==> config.mk <==
export PLATFORM = sky130hd
export DESIGN_NAME = ssd_display_ctrl
export DESIGN_NICKNAME = d
export VERILOG_FILES = /design/src/rtl/ssd_display_ctrl.sv
export SDC_FILE = /design/constraint.sdc
export NUM_CORES = 1
export LEC_CHECK = 0
export ABC_CLOCK_PERIOD_IN_PS = 5000
export CELL_PAD_IN_SITES_DETAIL_PLACEMENT = 1
export CELL_PAD_IN_SITES_GLOBAL_PLACEMENT = 2
export CORE_ASPECT_RATIO = 0.75
export CORE_MARGIN = 1
export CORE_UTILIZATION = 39
export DETAILED_ROUTE_END_ITERATION = 12
export HOLD_SLACK_MARGIN = 0.15
export PLACE_DENSITY_LB_ADDON = 0.1
export SLEW_MARGIN = 15
export SYNTH_ARGS = -nofsm -noshare
export SYNTH_HDL_FRONTEND = slang
export SYNTH_SLANG_ARGS = --single-unit
==> constraint.sdc <==
create_clock -name clk_i -period 5 [get_ports clk_i]
set_input_delay 1 -clock clk_i [delete_from_list [all_inputs] [get_ports clk_i]]
set_output_delay 1 -clock clk_i [all_outputs]
set_load 0.005 [all_outputs]
==> src/rtl/ssd_display_ctrl.sv <==
// Two-digit PmodSSD speed readout controller: frame-synchronous digit buffer,
// digit scan multiplexer with BCD decode, and over-speed flash sequencer.
//
// state      | meaning
// -----------+---------------------------------------------------------------
// ST_IDLE    | no alarm; steady bright display, flash counter parked at 0
// ST_FLASH   | alarm asserted; phase toggles every FLASH_DIV cycles
// ST_HOLD    | alarm released; flashing continues for ALARM_HOLD full periods
module ssd_display_ctrl #(
    parameter int unsigned SCAN_DIV   = 1000,
    parameter int unsigned FLASH_DIV  = 2000000,
    parameter int unsigned ALARM_HOLD = 3
) (
    input  logic       clk_i,
    input  logic       rst_ni,
    input  logic       digits_valid_i,
    input  logic [3:0] tens_i,
    input  logic [3:0] ones_i,
    output logic       digits_ready_o,
    input  logic       alarm_i,
    output logic [6:0] ssd_o,
    output logic       digit_sel_o,
    output logic       flash_state_o,
    output logic       flash_phase_o
);

    localparam int unsigned SCAN_W  = $clog2(SCAN_DIV);
    localparam int unsigned FLASH_W = $clog2(FLASH_DIV);
    localparam int unsigned HOLD_W  = $clog2(ALARM_HOLD + 1);

    localparam logic [SCAN_W-1:0]  SCAN_LAST  = SCAN_W'(SCAN_DIV - 1);
    localparam logic [FLASH_W-1:0] FLASH_LAST = FLASH_W'(FLASH_DIV - 1);
    localparam logic [HOLD_W-1:0]  HOLD_INIT  = HOLD_W'(ALARM_HOLD);
    localparam logic [HOLD_W-1:0]  HOLD_ONE   = HOLD_W'(1);

    localparam logic [1:0] ST_IDLE  = 2'd0;
    localparam logic [1:0] ST_FLASH = 2'd1;
    localparam logic [1:0] ST_HOLD  = 2'd2;

    localparam logic [6:0] SEG_BLANK = 7'b1111111;
    localparam logic [6:0] SEG_DASH  = 7'b0111111;

    logic [SCAN_W-1:0]  scan_cnt_q, scan_cnt_d;
    logic               digit_sel_q, digit_sel_d;
    logic [3:0]         disp_tens_q, disp_tens_d;
    logic [3:0]         disp_ones_q, disp_ones_d;
    logic [3:0]         pend_tens_q, pend_tens_d;
    logic [3:0]         pend_ones_q, pend_ones_d;
    logic               pend_full_q, pend_full_d;
    logic [6:0]         ssd_q, ssd_d;

    logic [1:0]         state_q, state_d;
    logic [FLASH_W-1:0] flash_cnt_q, flash_cnt_d;
    logic               flash_phase_q, flash_phase_d;
    logic               flash_state_q, flash_state_d;
    logic [HOLD_W-1:0]  hold_cnt_q, hold_cnt_d;

    logic scan_wrap;
    logic frame_end;
    logic xfer;
    logic commit;
    logic flash_wrap;
    logic dark_to_bright;

    function automatic logic [6:0] seg_digit(input logic [3:0] d);
        logic [6:0] s;
        unique case (d)
            4'd0:    s = 7'b1000000;
            4'd1:    s = 7'b1111001;
            4'd2:    s = 7'b0100100;
            4'd3:    s = 7'b0110000;
            4'd4:    s = 7'b0011001;
            4'd5:    s = 7'b0010010;
            4'd6:    s = 7'b0000010;
            4'd7:    s = 7'b1111000;
            4'd8:    s = 7'b0000000;
            4'd9:    s = 7'b0010000;
            default: s = SEG_DASH;
        endcase
        return s;
    endfunction

    function automatic logic [6:0] seg_tens(input logic [3:0] d);
        return (d == 4'd0) ? SEG_BLANK : seg_digit(d);
    endfunction

    // Scan, buffer and decode; segments are computed from the next-state
    // select and digits so bus and select always switch on the same edge.
    always_comb begin
        scan_wrap   = (scan_cnt_q == SCAN_LAST);
        frame_end   = scan_wrap && digit_sel_q;
        xfer        = digits_valid_i && !pend_full_q;
        commit      = frame_end && pend_full_q;

        scan_cnt_d  = scan_wrap ? '0 : scan_cnt_q + SCAN_W'(1);
        digit_sel_d = scan_wrap ? ~digit_sel_q : digit_sel_q;

        disp_tens_d = disp_tens_q;
        disp_ones_d = disp_ones_q;
        pend_tens_d = pend_tens_q;
        pend_ones_d = pend_ones_q;
        pend_full_d = pend_full_q;

        if (commit) begin
            disp_tens_d = pend_tens_q;
            disp_ones_d = pend_ones_q;
            pend_full_d = 1'b0;
        end
        if (xfer) begin
            pend_tens_d = tens_i;
            pend_ones_d = ones_i;
            pend_full_d = 1'b1;
        end

        ssd_d = digit_sel_d ? seg_tens(disp_tens_d) : seg_digit(disp_ones_d);
    end

    always_comb begin
        flash_wrap     = (flash_cnt_q == FLASH_LAST);
        dark_to_bright = flash_wrap && !flash_phase_q;

        state_d       = state_q;
        hold_cnt_d    = hold_cnt_q;
        flash_cnt_d   = flash_wrap ? '0 : flash_cnt_q + FLASH_W'(1);
        flash_phase_d = flash_wrap ? ~flash_phase_q : flash_phase_q;

        unique case (state_q)
            ST_IDLE: begin
                flash_cnt_d   = '0;
                flash_phase_d = 1'b1;
                if (alarm_i) state_d = ST_FLASH;
            end
            ST_FLASH: begin
                if (!alarm_i) begin
                    state_d    = ST_HOLD;
                    hold_cnt_d = HOLD_INIT;
                end
            end
            ST_HOLD: begin
                if (alarm_i) begin
                    state_d = ST_FLASH;
                end else if (dark_to_bright) begin
                    if (hold_cnt_q == HOLD_ONE) begin
                        state_d     = ST_IDLE;
                        flash_cnt_d = '0;
                    end else begin
                        hold_cnt_d = hold_cnt_q - HOLD_ONE;
                    end
                end
            end
            default: begin
                state_d       = ST_IDLE;
                flash_cnt_d   = '0;
                flash_phase_d = 1'b1;
            end
        endcase

        flash_state_d = (state_d != ST_IDLE);
    end

    always_ff @(posedge clk_i) begin
        if (!rst_ni) begin
            scan_cnt_q    <= '0;
            digit_sel_q   <= 1'b0;
            disp_tens_q   <= 4'd0;
            disp_ones_q   <= 4'd0;
            pend_tens_q   <= 4'd0;
            pend_ones_q   <= 4'd0;
            pend_full_q   <= 1'b0;
            ssd_q         <= SEG_BLANK;
            state_q       <= ST_IDLE;
            flash_cnt_q   <= '0;
            flash_phase_q <= 1'b1;
            flash_state_q <= 1'b0;
            hold_cnt_q    <= '0;
        end else begin
            scan_cnt_q    <= scan_cnt_d;
            digit_sel_q   <= digit_sel_d;
            disp_tens_q   <= disp_tens_d;
            disp_ones_q   <= disp_ones_d;
            pend_tens_q   <= pend_tens_d;
            pend_ones_q   <= pend_ones_d;
            pend_full_q   <= pend_full_d;
            ssd_q         <= ssd_d;
            state_q       <= state_d;
            flash_cnt_q   <= flash_cnt_d;
            flash_phase_q <= flash_phase_d;
            flash_state_q <= flash_state_d;
            hold_cnt_q    <= hold_cnt_d;
        end
    end

    assign digits_ready_o = !pend_full_q;
    assign ssd_o          = ssd_q;
    assign digit_sel_o    = digit_sel_q;
    assign flash_state_o  = flash_state_q;
    assign flash_phase_o  = flash_phase_q;

endmodule

==> results.txt, run 1 <==
NetSw: 277 uW
Worst R2R Setup Slack: 1.63 ns
Post-route ant nets: 0
Period Utilization, post-route: 67.4%
Via/cell ratio: 5.60
Final setup viols: 0
Yosys Warn Count: 0
Slew headroom: 36.4%
Required time of the critical path: 5.20 ns
Hold Path Stages: 1
Layout area overhead: 15.6%
# Post-CTS Setup Buffers: 0
Post-route setup TNS: 0 ns
Final setup margin: 1.63 ns
Post-Synth XOR/XNOR Area: 4.53%
Initial antenna violation count: 0
Core area: 8020 um^2
DRT Pass-1 Iters: 4
Largest net degree at the start of global routing: 28
Post-Syn Nets: 409
Starting DRC count in detailed routing: 147
Core Util, Final: 47.3%
Setup CP Type: reg2reg
Clock latency on the worst-skew pair: 0.36 ns
I/O pin total: 23
Max Cap Violations: 0
ANT cells: 0
Sequential power share: 46.6%
Cell Rows: 28
Arrival @ worst endpoint: 3.57 ns
Die ar.: 8800 um^2
Resize count post-CTS: 0
RSZ-0062 raised after global routing: false
Cells after Synth: 383
Max Freq: 0.297 GHz
CTS tree: done
CTS Buf Count: 9
Adder-Cell Fraction of Synth Area: 5.33%
CTS max path bufs: 2
Hpwl dp: 6.18 mm
Switching share of power: 24.7%
Die extent in y: 81.5 um
Avg Inst Size Synth: 8.58 um^2
Clk pwr share: 46.4%
Synth top area cells: dfxtp_1 (38%), ha_1 (5.3%), nand2_1 (3.9%)
Internal: 843 uW
Post-synthesis mux area share: 0.952%
Power Density: 295 nW/um^2
Synth unique cells: 62
Main synth FF type: dfxtp_1
Initial Utilization: 40.9%
Vias in the first global route: 2,763
WHS: 0.452 ns
Worst-path clk slew: 0.07 ns
Final GP Congestion: 0.820
DRC viols: 0
Final Hold Fails: 0
Main combinational cell family by area after synthesis: simple AND/OR/NAND/NOR gates
Async SR Flop Fraction: 0%
Filler cells: 977
Top-count cell post-synth: dfxtp_1
Synth top area share: 37.8%
CP startpoint kind: flop
Total track usage: 21.1%
Clock Sinks: 62
Synth Area in Compound Gates: 18.0%
Buffers on Ports: 22
Layout cells sized above 1: 8.40%
Via count: 2,855
Hold/Removal Path Class: reg2reg
Post-synth EDFFs: 0
Nets@finish: 426
Final wirelength: 8.52 mm
Routed len/inst: 16.7 um
Synthesized area: 3280 um^2
FF-to-FF path depth: 10
FF-to-FF Start: scan_cnt_q[0]
Remaining global-route overflow: 0
Die width: 108 um
Synth top cells by count: dfxtp_1 (62), nand2_1 (34), nor2_1 (33)
Post-synth top area cell: dfxtp_1
Min-delay src: scan_cnt_q[0]
Pins over their slew limit: 0
Pleak: 1.41 nW
Max Fanout on Critical Path: 19
CTS hold repair buffers: 0
Hold Path End: scan_cnt_q[0]
FF+latch count, synth: 62
Clock root cell: clkbuf_8
Total power: 1.12 mW
First-pass GRT wire length: 14.2 mm
Worst-margin pin slew: 0.950 ns
Crit path capture type: flop
Htree depth: 3
Placement Setup Slack: 1.66 ns
Critical R2R Capture: ssd_o[1]
Simple-gate share of the synthesized area: 29.3%
Tmin final: 3.37 ns
Worst ir drop on vdd: 0.000173 V
Combinational share of power: 6.9%
Clock skew: 0.0112 ns
Sequential fraction of the synthesis area: 37.8%
Outcome: finished clean
-- cell families after synthesis --
group                      after synthesis
and+or+nand+nor                        170
AOI/OAI and AO/OA                       85
DFF                                     62
buffers and inverters                   32
xor gates and xnor gates                17
adders and majority gates               14
muxes                                    3
-- critical path, cell delays in order (launching register included) --
cell and delay (ns):
dfxtp_1 0.36, ha_1 0.21, nand4_1 0.14, nor2_1 0.11, ha_1 0.54, nand2_1 0.36, a21oi_1 0.48, inv_1 0.13
ha_1 0.25, o311ai_0 0.41, o2111ai_1 0.20
-- how the worst max path moves through the flow --
stage                        startpoint              end  slack [ns]  depth (start not counted)
final                     scan_cnt_q[0]         ssd_o[1]        1.63                         10
after global routing      scan_cnt_q[0]         ssd_o[1]        1.30                         10
after CTS                 scan_cnt_q[0]         ssd_o[1]        1.63                         10
after detailed placement  scan_cnt_q[0]         ssd_o[1]        1.66                         10
after global placement           rst_ni  flash_cnt_q[17]        1.85                          6
after floorplan           scan_cnt_q[0]         ssd_o[1]        2.54                         12
-- power groups by stage --
stage	logic, mW	registers [mW]	clock network [mW]
global placement	0.0763	0.533	0
finish	0.0775	0.522	0.520
global route	0.0895	0.525	0.550
CTS	0.0784	0.522	0.535
detailed placement	0.0782	0.534	0
floorplan	0.0490	0.527	0
-- metal layers --
metal  track usage [%]  up-vias  share of wire (%)  routed length [um]
met5                 0        -                  0                   0
met4              6.58        0                1.2                 102
met3              5.24        8                3.7                 318
met2              27.8       47                 38                3270
met1              32.5     1383                 57                4830
li1                  -     1417                  -                   -
-- flip-flops by register name (all words and copies together), names as in the netlist, 2 cells and up --
| name | cells |
|---|---|
| hold_cnt_q | 2 |
| disp_ones_q | 4 |
| state_q | 2 |
| flash_cnt_q | 21 |
| pend_ones_q | 4 |
| disp_tens_q | 4 |
| scan_cnt_q | 10 |
| ssd_o | 7 |
| pend_tens_q | 4 |
-- cell type report --
class / count / area, um^2 / area share, %
clock inverter: 6 / 92.6 / 2.44
clock buffer: 10 / 138 / 3.62
inverter: 15 / 56.3 / 1.48
timing repair buffer: 23 / 228 / 6.00
tap: 105 / 131 / 3.46
multi-input combinational: 289 / 1910 / 50.3
sequential: 62 / 1240 / 32.7
-- through the flow --
| step | instances | cell area [um^2] |
|---|---|---|
| CTS | 510 | 3800 |
| finish | 510 | 3800 |
| floorplan | 383 | 3280 |
| global route | 510 | 3800 |
| detailed placement | 494 | 3570 |
| global placement | 494 | 3570 |
-- cells in the final DEF, fill, tap and decap left out, types with 12 or more instances in the layout --
cell type        count
a21oi_1             17
clkdlybuf4s50_1     22
and3_1              13
nor2_1              33
inv_1               15
and2_1              12
nand3_1             15
nand2_1             34
dfxtp_1             62
o21ai_0             14
ha_1                14
(Power assumes the default switching activity.)
==> run 2, diff against run 1 <==
--- a/config.mk
+++ b/config.mk
@@ -5,12 +5,12 @@
 export SDC_FILE = /design/constraint.sdc
 export NUM_CORES = 1
 export LEC_CHECK = 0
-export ABC_CLOCK_PERIOD_IN_PS = 5000
+export ABC_CLOCK_PERIOD_IN_PS = 3200
 export CELL_PAD_IN_SITES_DETAIL_PLACEMENT = 1
 export CELL_PAD_IN_SITES_GLOBAL_PLACEMENT = 2
 export CORE_ASPECT_RATIO = 0.75
 export CORE_MARGIN = 1
-export CORE_UTILIZATION = 39
+export CORE_UTILIZATION = 36
 export DETAILED_ROUTE_END_ITERATION = 12
 export HOLD_SLACK_MARGIN = 0.15
 export PLACE_DENSITY_LB_ADDON = 0.1
==> constraint.sdc (replaced) <==
create_clock -name clk_i -period 3.2 [get_ports clk_i]
set_input_delay 0.64 -clock clk_i [delete_from_list [all_inputs] [get_ports clk_i]]
set_output_delay 0.64 -clock clk_i [all_outputs]
set_load 0.005 [all_outputs]
==> results.txt, run 2 (same netlist as run 1, synthesis figures left out) <==
DRC viols: 3 (+3)
Max Fanout on Critical Path: 18 (-1)
First-pass GRT wire length: 15.1 mm (+6.3%)
CP startpoint kind: flop
Power Density: 508 nW/um^2 (+72%)
Layout cells sized above 1: 8.58% (+0.18 points)
Die width: 112 um (+4.0%)
Final setup margin: 0.443 ns (-1.19 ns)
Largest net degree at the start of global routing: 27 (-3.6%)
Placed cell area: 3590 um^2 (+0.74%)
Total power: 1.99 mW (+77%)
Buffers on Ports: 22 (unchanged)
Outcome: finished with violations
Met3 routed WL: 368 um (+16%)
Top layer in use: met4
Setup CP Type: reg2reg
Max Freq: 0.363 GHz (+22%)
CTS tree: done
RSZ-0062 raised after global routing: false
Slew headroom: 55.9% (+19 points)
Clock root cell: clkbuf_16
Filler cells: 1,022 (+4.6%)
I/O pin total: 23 (unchanged)
Required time of the critical path: 3.38 ns (-1.82 ns)
Arrival @ worst endpoint: 2.93 ns (-0.64 ns)
Post-route setup TNS: 0 ns (unchanged)
Worst-margin pin slew: 0.657 ns (-0.294 ns)
Clock latency on the worst-skew pair: 0.33 ns (-0.03 ns)
Max Cap Violations: 0 (unchanged)
Total track usage: 20.5% (-0.54 points)
Worst R2R Setup Slack: 0.44 ns (-1.19 ns)
Final GP Congestion: 0.797 (-2.8%)
Htree depth: 3 (unchanged)
Crit path capture type: flop
Worst ir drop on vdd: 0.000307 V (+78%)
# Post-CTS Setup Buffers: 0 (unchanged)
Post-route ant nets: 0 (unchanged)
Tmin final: 2.76 ns (-0.612 ns)
Final setup viols: 0 (unchanged)
Core area: 8640 um^2 (+7.6%)
Via/cell ratio: 5.58 (-0.33%)
DRT Pass-1 Iters: 8 (+4)
Clock Sinks: 62 (unchanged)
CTS Buf Count: 9 (unchanged)
Hpwl dp: 6.31 mm (+2.1%)
Die ar.: 9510 um^2 (+8.1%)
Pins over their slew limit: 0 (unchanged)
Remaining global-route overflow: 0 (unchanged)
Final wirelength: 8.80 mm (+3.3%)
Placement Setup Slack: 0.511 ns (-1.15 ns)
Initial antenna violation count: 0 (unchanged)
Most frequent cells in the layout: dfxtp_1 (62), nand2_1 (34), nor2_1 (33)
Hold/Removal Path Class: reg2reg
Wl on met1: 4.89 mm (+1.3%)
Period Utilization, post-route: 86.1% (+19 points)
Die extent in y: 84.7 um (+4.0%)
Met2 WL: 3.43 mm (+4.8%)
Most common cell after layout, fill and taps aside: dfxtp_1
Final Hold Fails: 0 (unchanged)
Routed len/inst: 17.1 um (+2.1%)
Register Area: 1240 um^2 (unchanged)
Most flops, register: flash_cnt_q
Final instance area: 3910 um^2 (+3.0%)
Multi-input logic area: 1910 um^2 (unchanged)
Pleak: 1.47 nW (+4.4%)
Vias in the first global route: 2,869 (+3.8%)
Layout area overhead: 19.0%
Number of flip-flops under the largest register name: 21 (unchanged)
ANT cells: 0 (unchanged)
CTS max path bufs: 2 (unchanged)
Violated checks: design-rule violations
Via count: 2,879 (+0.84%)
Worst-path clk slew: 0.05 ns (-0.02 ns)
Cell Rows: 29 (+3.6%)
CTS hold repair buffers: 0 (unchanged)
Resize count post-CTS: 0 (unchanged)
Nets@finish: 429 (+0.70%)
Clock skew: 0.00225 ns (-0.00896 ns)
Initial Utilization: 38.0% (-2.9 points)
Starting DRC count in detailed routing: 169 (+15%)
[run 2: path summary, 6_finish.rpt]
check / cells past startpoint / from / endpoint
setup / recovery: 11 / scan_cnt_q[0] / ssd_o[1]
hold / removal: 1 / flash_cnt_q[0] / flash_cnt_q[0]
setup reg to reg: 11 / scan_cnt_q[0] / ssd_o[1]
hold reg to reg: 1 / flash_cnt_q[0] / flash_cnt_q[0]
[run 2: layer usage]
| layer | up-vias | track usage [%] |
|---|---|---|
| met1 | 1389 | 31.7 |
| met5 | - | 0 |
| met2 | 56 | 27.3 |
| met3 | 8 | 4.77 |
| li1 | 1426 | - |
| met4 | 0 | 6.91 |
[run 2: area by class of cell]
cell class	instances	area share (%)
clock buffer	12	6.30
clock inverter	4	1.79
inverter	15	1.44
multi-input combinational	289	48.9
sequential	62	31.7
tap	108	3.46
timing repair buffer	26	6.40
[run 2: metrics by stage]
| stage | hold WS, ns | std cells | util, % |
|---|---|---|---|
| after floorplan | 0.413 | 383 | - |
| after global placement | 0.431 | 500 | 41.6 |
| after detailed placement | 0.444 | 500 | 41.6 |
| after CTS | 0.455 | 516 | 45.3 |
| after global routing | 0.466 | 516 | 45.3 |
| final | 0.448 | 516 | 45.3 |
[run 2: critical path, cell delays in order (launching register included)]
cell and delay [ns]:
dfxtp_1 0.32, ha_1 0.24, nand4_1 0.13, nor2_1 0.05, ha_1 0.21, buf_4 0.20
and3_1 0.21, a21oi_1 0.33, inv_1 0.13, ha_1 0.24, o311ai_0 0.39, o2111ai_1 0.16
[run 2: where the power goes]
part | switching (mW) | internal (mW)
logic | 0.0659 | 0.0607
registers | 0.0189 | 0.795
clock network | 0.345 | 0.700
total | 0.430 | 1.56
